**config.mk**
```make
export PLATFORM = sky130hd
export DESIGN_NAME = cfg_loader
export DESIGN_NICKNAME = d
export VERILOG_FILES = /design/src/rtl/cfg_pkg.sv /design/src/rtl/cfg_serializer.sv /design/src/rtl/cfg_loader.sv
export SDC_FILE = /design/constraint.sdc
export NUM_CORES = 1
export LEC_CHECK = 0
export ABC_CLOCK_PERIOD_IN_PS = 3600
export CORE_MARGIN = 2
export CORE_UTILIZATION = 26
export CTS_BUF_LIST = sky130_fd_sc_hd__clkbuf_8
export CTS_CLUSTER_DIAMETER = 30
export CTS_CLUSTER_SIZE = 20
export DETAILED_ROUTE_END_ITERATION = 7
export PLACE_DENSITY = 0.5
export SKIP_CTS_REPAIR_TIMING = 1
export SLEW_MARGIN = 20
export SYNTH_ARGS = -nofsm -noshare
export SYNTH_HDL_FRONTEND = slang
export SYNTH_SLANG_ARGS = --single-unit
```
**constraint.sdc**
```tcl
create_clock -name clk -period 3.6 [get_ports clk]
set_clock_uncertainty 0.15 [all_clocks]
set_input_delay 0.36 -clock clk [delete_from_list [all_inputs] [get_ports clk]]
set_output_delay 0.36 -clock clk [all_outputs]
set_load 0.01 [all_outputs]
```
**src/rtl/cfg_pkg.sv**
```systemverilog
// Shared definitions for the CRAM configuration loader: loader state
// encoding and the default chain geometry / settle timing.
package cfg_pkg;

    // Default chain length: one LE = 16 LUT bits + 4 mode bits
    localparam int CFG_CHAIN_LEN  = 20;

    // Default host word width in bits
    localparam int CFG_WORD_W     = 8;

    // Default cycles the fabric is held in reset after the last shifted bit
    localparam int CFG_SETTLE_CYC = 4;

    typedef enum logic [2:0] {
        ST_IDLE   = 3'd0,
        ST_LOAD   = 3'd1,
        ST_SHIFT  = 3'd2,
        ST_SETTLE = 3'd3,
        ST_DONE   = 3'd4
    } cfg_state_t;

endpackage

```
**src/rtl/cfg_serializer.sv**
```systemverilog
// Word datapath of the configuration loader. A parallel-in/serial-out
// register feeds the chain head MSB first, while a serial-in/parallel-out
// register collects the old chain contents returning from the tail. At the
// end of each word the collected bits are presented left-aligned (a short
// final word is zero-padded in its low bits) with a one-cycle valid pulse.
module cfg_serializer
    import cfg_pkg::*;
#(
    parameter int WORD_W = CFG_WORD_W
) (
    input  logic              clk,
    input  logic              nrst,
    input  logic              i_load,
    input  logic [WORD_W-1:0] i_data,
    input  logic              i_shift,
    input  logic              i_last,
    input  logic              i_flush,
    input  logic              i_ret,
    output logic              o_bit,
    output logic              o_wordLast,
    output logic              o_rbValid,
    output logic [WORD_W-1:0] o_rbData
);

    localparam int BCNT_W = $clog2(WORD_W + 1);

    logic [WORD_W-1:0] r_piso;
    logic [WORD_W-1:0] r_sipo;
    logic [BCNT_W-1:0] r_bitCnt;
    logic              r_rbValid;
    logic [WORD_W-1:0] r_rbData;

    logic [WORD_W:0]   w_sipoExt;
    logic [WORD_W-1:0] w_sipoNext;
    logic [BCNT_W-1:0] w_padShift;

    assign w_sipoExt  = {r_sipo, i_ret};
    assign w_sipoNext = w_sipoExt[WORD_W-1:0];
    assign w_padShift = BCNT_W'(WORD_W - 1) - r_bitCnt;

    assign o_bit      = r_piso[WORD_W-1];
    assign o_wordLast = (r_bitCnt == BCNT_W'(WORD_W - 1));
    assign o_rbValid  = r_rbValid;
    assign o_rbData   = r_rbData;

    // Outgoing word: capture on handshake, then present one bit per shift cycle
    always_ff @(posedge clk or negedge nrst) begin
        if (!nrst) begin
            r_piso <= '0;
        end else if (i_load) begin
            r_piso <= i_data;
        end else if (i_shift) begin
            r_piso <= r_piso << 1;
        end
    end

    // Per-word bit count and returning-bit collector, restarted for every word
    always_ff @(posedge clk or negedge nrst) begin
        if (!nrst) begin
            r_bitCnt <= '0;
            r_sipo   <= '0;
        end else if (i_load || i_flush) begin
            r_bitCnt <= '0;
            r_sipo   <= '0;
        end else if (i_shift) begin
            r_bitCnt <= r_bitCnt + BCNT_W'(1);
            r_sipo   <= w_sipoNext;
        end
    end

    // Publish the returned bits one cycle after the last bit of the word
    always_ff @(posedge clk or negedge nrst) begin
        if (!nrst) begin
            r_rbValid <= 1'b0;
            r_rbData  <= '0;
        end else begin
            r_rbValid <= 1'b0;
            if (i_shift && i_last && !i_flush) begin
                r_rbValid <= 1'b1;
                r_rbData  <= w_sipoNext << w_padShift;
            end
        end
    end

endmodule

```
**src/rtl/cfg_loader.sv**
```systemverilog
// CRAM scan-chain configuration loader. Accepts host words, shifts them
// MSB first into the LE configuration chain, returns the previous chain
// contents as readback words, then holds the fabric in reset for a fixed
// settle time before releasing it and flagging done.
module cfg_loader
    import cfg_pkg::*;
#(
    parameter int CHAIN_LEN  = CFG_CHAIN_LEN,
    parameter int WORD_W     = CFG_WORD_W,
    parameter int SETTLE_CYC = CFG_SETTLE_CYC
) (
    input  logic              clk,
    input  logic              nrst,
    input  logic              start,
    input  logic              abort,
    input  logic              s_valid,
    input  logic [WORD_W-1:0] s_data,
    output logic              s_ready,
    output logic              cfg_en,
    output logic              cfg_data,
    input  logic              cfg_ret,
    output logic              fabric_nrst,
    output logic              busy,
    output logic              done,
    output logic              err,
    output logic              rb_valid,
    output logic [WORD_W-1:0] rb_data
);

    localparam int CNT_W = $clog2(CHAIN_LEN + 1);
    localparam int SET_W = $clog2(SETTLE_CYC + 1);

    cfg_state_t       r_state;
    logic [CNT_W-1:0] r_chainCnt;
    logic [SET_W-1:0] r_settleCnt;
    logic             r_sReady;
    logic             r_cfgEn;
    logic             r_fabricNrst;
    logic             r_busy;
    logic             r_done;
    logic             r_err;

    logic w_accept;
    logic w_abortHit;
    logic w_chainLast;
    logic w_wordLast;
    logic w_lastBit;
    logic w_headBit;

    // Abort only matters while a load is running, and it beats a handshake
    assign w_abortHit  = abort && r_busy;
    assign w_accept    = r_sReady && s_valid && !abort;
    assign w_chainLast = (r_chainCnt == CNT_W'(CHAIN_LEN - 1));
    assign w_lastBit   = r_cfgEn && !abort && (w_wordLast || w_chainLast);

    assign s_ready     = r_sReady;
    assign cfg_en      = r_cfgEn;
    assign cfg_data    = w_headBit & r_cfgEn;
    assign fabric_nrst = r_fabricNrst;
    assign busy        = r_busy;
    assign done        = r_done;
    assign err         = r_err;

    cfg_serializer #(
        .WORD_W (WORD_W)
    ) u_serializer (
        .clk        (clk),
        .nrst       (nrst),
        .i_load     (w_accept),
        .i_data     (s_data),
        .i_shift    (r_cfgEn),
        .i_last     (w_lastBit),
        .i_flush    (w_abortHit),
        .i_ret      (cfg_ret),
        .o_bit      (w_headBit),
        .o_wordLast (w_wordLast),
        .o_rbValid  (rb_valid),
        .o_rbData   (rb_data)
    );

    // Load sequencer with registered handshake, shift-enable and status outputs
    always_ff @(posedge clk or negedge nrst) begin
        if (!nrst) begin
            r_state      <= ST_IDLE;
            r_chainCnt   <= '0;
            r_settleCnt  <= '0;
            r_sReady     <= 1'b0;
            r_cfgEn      <= 1'b0;
            r_fabricNrst <= 1'b0;
            r_busy       <= 1'b0;
            r_done       <= 1'b0;
            r_err        <= 1'b0;
        end else if (w_abortHit) begin
            r_state  <= ST_IDLE;
            r_sReady <= 1'b0;
            r_cfgEn  <= 1'b0;
            r_busy   <= 1'b0;
            r_err    <= 1'b1;
        end else begin
            case (r_state)
                ST_IDLE, ST_DONE: begin
                    if (start && !abort) begin
                        r_state      <= ST_LOAD;
                        r_chainCnt   <= '0;
                        r_sReady     <= 1'b1;
                        r_busy       <= 1'b1;
                        r_done       <= 1'b0;
                        r_err        <= 1'b0;
                        r_fabricNrst <= 1'b0;
                    end
                end
                ST_LOAD: begin
                    if (s_valid) begin
                        r_state  <= ST_SHIFT;
                        r_sReady <= 1'b0;
                        r_cfgEn  <= 1'b1;
                    end
                end
                ST_SHIFT: begin
                    r_chainCnt <= r_chainCnt + CNT_W'(1);
                    if (w_chainLast) begin
                        r_state     <= ST_SETTLE;
                        r_cfgEn     <= 1'b0;
                        r_settleCnt <= '0;
                    end else if (w_wordLast) begin
                        r_state  <= ST_LOAD;
                        r_cfgEn  <= 1'b0;
                        r_sReady <= 1'b1;
                    end
                end
                ST_SETTLE: begin
                    if (r_settleCnt == SET_W'(SETTLE_CYC - 1)) begin
                        r_state      <= ST_DONE;
                        r_busy       <= 1'b0;
                        r_done       <= 1'b1;
                        r_fabricNrst <= 1'b1;
                    end else begin
                        r_settleCnt <= r_settleCnt + SET_W'(1);
                    end
                end
                default: begin
                    r_state <= ST_IDLE;
                end
            endcase
        end
    end

endmodule

```
* After elaboration in Yosys (flattened, before gate mapping) *
Index checks and enable logic that the tools add are counted.

storage, ports and cells
  logic and storage cells = 107
  output and inout bits = 16
  bits in writable memories = 0
  input bits = 14
  memories kept = 0
  bits in latches = 0
  bits in read-only memories = 0
  register bits = 44

operators by class
  reduce and logical (&&, ||, !) cells = 32
  add/subtract/negate cells = 4
  shift operators = 1
  magnitude comparators = 0
  multiply operators = 0
  bitwise operators = 2
  div/mod/pow operators = 0
  mux-type cells = 38
  equality and inequality tests = 17

operator list
  operator                                                         count
  3-bit 2-to-1 mux                                                 8
  1-bit 2-to-1 mux                                                 16
  8-bit 2-to-1 mux                                                 2
  3-bit by 2-bit != test with 1-bit output, second input constant  5
  7-bit 2-to-1 mux                                                 2
  2-bit nonzero test                                               7
  3-bit case mux with 4 select lines                               1
  4-bit AND reduction                                              3
  5-bit case mux with 2 select lines                               1
  3-bit by 2-bit == test with 1-bit output, second input constant  3
  3-bit AND reduction                                              3
  1-bit logical AND                                                8
  4-bit 2-to-1 mux                                                 2
  2-bit != test, second input constant                             4
  8-bit by 4-bit left shift with 8-bit output                      1
  1-bit case mux with 2 select lines                               3
  3-bit case mux with 2 select lines                               1
  3-bit nonzero test                                               2
  5-bit by 1-bit adder with 5-bit output, second input constant    1
  5-bit == test, second input constant                             1
  5-bit 2-to-1 mux                                                 1
  5-bit AND reduction                                              1
  4-bit by 1-bit adder with 4-bit output, second input constant    1
  4-bit by 3-bit == test with 1-bit output, second input constant  1
  other kinds (14)                                                 16

* Logic depth before layout (Yosys ltp) *
  depth after elaboration = 6
  gate-level depth with buffers = 6
  depth with buffers taken out = 6

* Modules after synthesis *
Synthesis repeated with hierarchy kept, for this count alone.

second synthesis, totals
  cell total of the unflattened synthesis = 222
  area total of the unflattened synthesis = 2323.5 µm²

by module, submodules not included
  module          times used  sequential area each (µm²)  cells an instance  area each (µm²)
  cfg_serializer  1           700.7                       124                1413.9
  cfg_loader      1           400.4                       98                 909.6

* Worst setup path after synthesis *
No wires, ideal clock.

  kind = reg-to-reg
  start = register r_chainCnt[0]
  end = register r_sReady, in the netlist s_ready
  cell stages (with the launch flop) = 6
  data arrival time = 1446 ps
  path slack = 1939 ps
  data required time = 3385 ps
  buffers on the path = 0
  setup time = 65 ps
  clock period less this slack = 1661 ps
  cell sequence = dfrtp_1 ha_1 and4bb_2 nand2b_1 a311oi_1 o221a_2

on the way
  cells in the longest elaborated chain, start to end = 3

RTL lines
  item                                                       RTL line           source
  start: declaration                                         cfg_loader.sv:34   logic [CNT_W-1:0] r_chainCnt;
  start signal: assignment                                   cfg_loader.sv:120  r_chainCnt <= r_chainCnt + CNT_W'(1);
  5-bit == test                                              cfg_loader.sv:53   assign w_chainLast = (r_chainCnt == CNT_W'(CHAIN_LEN - 1));
  3-bit by 2-bit != test with 1-bit output (no source line)  -
  5-bit AND reduction (no source line)                       -
  end signal: assignment                                     cfg_loader.sv:87   r_sReady <= 1'b0;
  end signal: assignment                                     cfg_loader.sv:95   r_sReady <= 1'b0;
  end signal: assignment                                     cfg_loader.sv:105  r_sReady <= 1'b1;
  end: declaration                                           cfg_loader.sv:36   logic r_sReady;

Every way passes these cells.
A chain may end at the register's enable or synchronous reset.

* Final worst setup path *
  start = register r_cfgEn, in the netlist cfg_en
  end = output cfg_data

on the way
  cells in the longest elaborated chain, start to end = 1

RTL lines
  item                      RTL line           source
  start: declaration        cfg_loader.sv:37   logic r_cfgEn;
  start signal: assignment  cfg_loader.sv:88   r_cfgEn <= 1'b0;
  start signal: assignment  cfg_loader.sv:96   r_cfgEn <= 1'b0;
  start signal: assignment  cfg_loader.sv:116  r_cfgEn <= 1'b1;
  1-bit AND                 cfg_loader.sv:58   assign cfg_data = w_headBit & r_cfgEn;
  end: declaration          cfg_loader.sv:20   output logic cfg_data,

Every way passes these cells.

==> results.py <==
metrics = {
    "power": {
        "p_comb_share_pct": 38.3,
        "switching_share_pct": 37.4,
        "internal-power_mw": 1.34,
        "powerDensity_mw_per_mm2": 769,
        "power_leakage_nw": 1.25,
        "switchingPower_uw": 800,
        "seqPwrFrac_pct": 43.8,
        "power_frac_clock_pct": 17.8,
        "vdd_ir_drop_max_mv": 0.197,
        "finalPower_mw": 2.14,
    },
    "detailed_routing": {
        "finalWirelength_microns": 4650,
        "route.met3.wl_microns": 129,
        "drt-pass1-iter-count": 6,
        "drc": 0,
        "top_layer_used": "met4",
        "via_count": 1700,
        "wl_met1_microns": 2420,
        "first_iter_violations": 103,
        "met2_length_microns": 2030,
        "routedWlPerCell_microns": 12.7,
        "via_per_inst": 4.64,
        "postRouteAntennaNets": 0,
    },
    "sta": {
        "post-route-min-period_ns": 2.40,
        "worst_pin_slew_ns": 0.723,
        "rsz0062_at_grt": "false",
        "fmax_mhz": 416,
        "fin_ws_ns": 1.20,
        "slew-limit-headroom_pct": 51.8,
        "hold_viol_final": 0,
        "drv_slew": 0,
        "setup_viol_count_final": 0,
        "finalCritPeriodShare_pct": 66.8,
        "timing.hold.ws_ns": 0.330,
        "tns_ns": 0,
    },
    "floorplanning": {
        "die_area_sq_mm": 0.00961,
        "initial_utilization_pct": 26.6,
        "die_h_microns": 98.0,
        "rows": 34,
        "die_w_microns": 98.0,
        "boundaryPins": 30,
        "core_region_area_sq_mm": 0.00864,
    },
    "yosys": {
        "syn_inst": 233,
        "ys_seq_elements": 44,
        "ys_types": 51,
        "ys_warn_count": 0,
        "synth_mux_area_share_pct": 12.0,
        "async_reset_ff_share_pct": 100,
        "synthXorXnorAreaFrac_pct": 1.14,
        "synth-compound-area-share_pct": 15.4,
        "synth_fa_ha_area_share_pct": 2.18,
        "synth_top_family_by_area": "simple AND/OR/NAND/NOR gates",
        "synth-edff-count": 0,
        "yosys.area_share.simple_pct": 16.9,
        "ys.flop_type": "dfrtp_1",
        "avgSynthCellArea_sq_um": 9.86,
        "synth-seq-area-share_pct": 47.9,
        "syn_area_sq_mm": 0.00230,
        "syn-num-nets": 251,
    },
    "place": {
        "gp_congestion": 0.710,
        "place_inst": 357,
        "dp_hpwl_microns": 3240,
        "io_buffers": 29,
        "place_area_sq_mm": 0.00266,
        "pre_cts_slack_ns": 1.22,
    },
    "clock_tree": {
        "htreeDepth": 2,
        "cts_tree": "yes",
        "cts_buffers": 5,
        "clk_pin_slew_ns": 0.09,
        "cts_buffer_depth": 2,
        "root_buffer": "clkbuf_8",
        "cts_sinks": 44,
        "clock_latency_ns": 0.30,
    },
    "worst_setup_path": {
        "r2r_setup_slack_ns": 1.56,
        "cp_data_arrival_time_ns": 1.89,
        "cp_cell_sequence": "and2_1 > clkdlybuf4s50_1",
        "cp-end-kind": "primary output",
        "worst-endpoint-required_ns": 3.09,
        "worstSetupPathType": "flop to primary output",
        "max_stage_delay_ns": 0.82,
        "worstPathMaxFanout": 16,
        "critPathSlowestCell": "dfrtp_1",
        "start_kind": "flop",
    },
    "run": {
        "drv_cap": 0,
    },
    "final_layout": {
        "nNetsFinal": 275,
        "final_area_sq_mm": 0.00278,
        "area_growth_pct": 21.0,
        "antenna_cells": 0,
        "utilization_pct": 32.2,
        "final_layout_size_suffix_gt1_share_pct": 8.53,
        "finalNonFillerCells": 366,
    },
    "hold_path": {
        "hold_path.class": "flop to flop",
    },
    "grt": {
        "grt_pass1_vias": 1666,
        "grt_pass1_wl_microns": 8270,
        "antenna_found_initial": 0,
        "grt_overflow": 0,
        "grt_max_degree": 45,
        "grt_usage_pct": 10.5,
    },
    "status": {
        "outcome": "finished clean",
    },
}
worst max-delay path: cells and delay by family, from the launching register on:
family                 cells  cell delay [ns]
flip-flops                 1             0.82
buffers and inverters      1             0.54
AND/OR/NAND/NOR            1             0.23
cell type report:
class                   instances  area [sq um]
clock buffers                   5          68.8
clock inverters                 3          42.5
fillers                       890          5860
inverters                       9          33.8
multi-input cells             166          1090
flip-flops and latches         44          1100
well taps                     108           135
repair buffers                 31           305
sequential cells by signal, indices dropped and copies added, names as in the netlist:
name                    cells
r_settleCnt                 3
u_serializer.o_rbData       8
err                         1
r_state                     3
u_serializer.r_piso         8
r_chainCnt                  5
busy                        1
cfg_en                      1
u_serializer.o_rbValid      1
done                        1
u_serializer.r_bitCnt       4
s_ready                     1
u_serializer.r_sipo         7
final timing paths:
check,end,cells after the start,start
max,cfg_data,2,cfg_en
min,u_serializer.o_rbData[1],2,u_serializer.o_rbData[1]
max reg2reg,u_serializer.o_rbData[4],4,u_serializer.r_bitCnt[0]
min reg2reg,u_serializer.o_rbData[1],2,u_serializer.o_rbData[1]
max in group asynchronous,r_state[1],2,nrst
min in group asynchronous,r_chainCnt[1],2,nrst
cells in the final DEF, fill, tap and decap left out, types with 2 or more instances in the layout:
| cell type | count |
|---|---|
| a21oi_1 | 14 |
| a22o_1 | 3 |
| a31oi_1 | 2 |
| buf_4 | 2 |
| clkbuf_8 | 5 |
| clkdlybuf4s50_1 | 28 |
| dfrtp_1 | 44 |
| ha_1 | 4 |
| inv_1 | 9 |
| mux2_2 | 2 |
| mux2i_1 | 23 |
| nand2_1 | 23 |
| nand2b_1 | 5 |
| nand3_1 | 6 |
| nand4b_1 | 2 |
| nor2_1 | 27 |
| nor3_1 | 2 |
| nor3b_1 | 3 |
| o21ai_0 | 12 |
| o21ai_1 | 2 |
| o31ai_1 | 4 |
| o41ai_1 | 2 |
| or2_2 | 3 |
| or3_1 | 2 |
| xnor2_1 | 2 |
Yosys cell counts (2+ instances only):
cell type | count | area, sq um
a21oi_1 | 14 | 70.1
a22o_1 | 3 | 26.3
a31oi_1 | 2 | 12.5
buf_1 | 2 | 7.51
buf_2 | 4 | 20.0
clkbuf_1 | 5 | 18.8
dfrtp_1 | 44 | 1100
ha_1 | 4 | 50.1
inv_1 | 9 | 33.8
mux2_2 | 2 | 22.5
mux2i_1 | 23 | 230
nand2_1 | 23 | 86.3
nand2b_1 | 5 | 31.3
nand3_1 | 6 | 30.0
nand4b_1 | 2 | 17.5
nor2_1 | 27 | 101
nor3_1 | 2 | 10.0
nor3b_1 | 3 | 22.5
o21ai_0 | 12 | 60.1
o21ai_1 | 2 | 10.0
o31ai_1 | 4 | 30.0
o41ai_1 | 2 | 17.5
or2_2 | 3 | 18.8
or3_1 | 2 | 12.5
xnor2_1 | 2 | 17.5
layer usage:
layer,track usage (%),vias to the layer above
met5,0,-
met4,3.53,0
met3,2.58,6
met2,15.6,22
met1,14.9,801
li1,-,871
kinds of logic (layout without fill, tap and decap cells):
| group | count (synthesis) | in the layout |
|---|---|---|
| adder cells (fa/ha/maj) | 4 | 4 |
| XOR/XNOR | 3 | 3 |
| AND/OR/NAND/NOR | 80 | 80 |
| flip-flops | 44 | 44 |
| AO/OA/AOI/OAI | 53 | 53 |
| buffers and inverters | 23 | 48 |
| multiplexers | 26 | 26 |
power groups by stage:
stage	registers (mW)	clock network (mW)	logic (mW)
after floorplan	0.829	0	0.675
after global placement	0.947	0	0.823
after detailed placement	0.948	0	0.828
after CTS	0.939	0.396	0.830
after global routing	0.982	0.419	0.932
final	0.937	0.382	0.819
(Power assumes the default switching activity.)
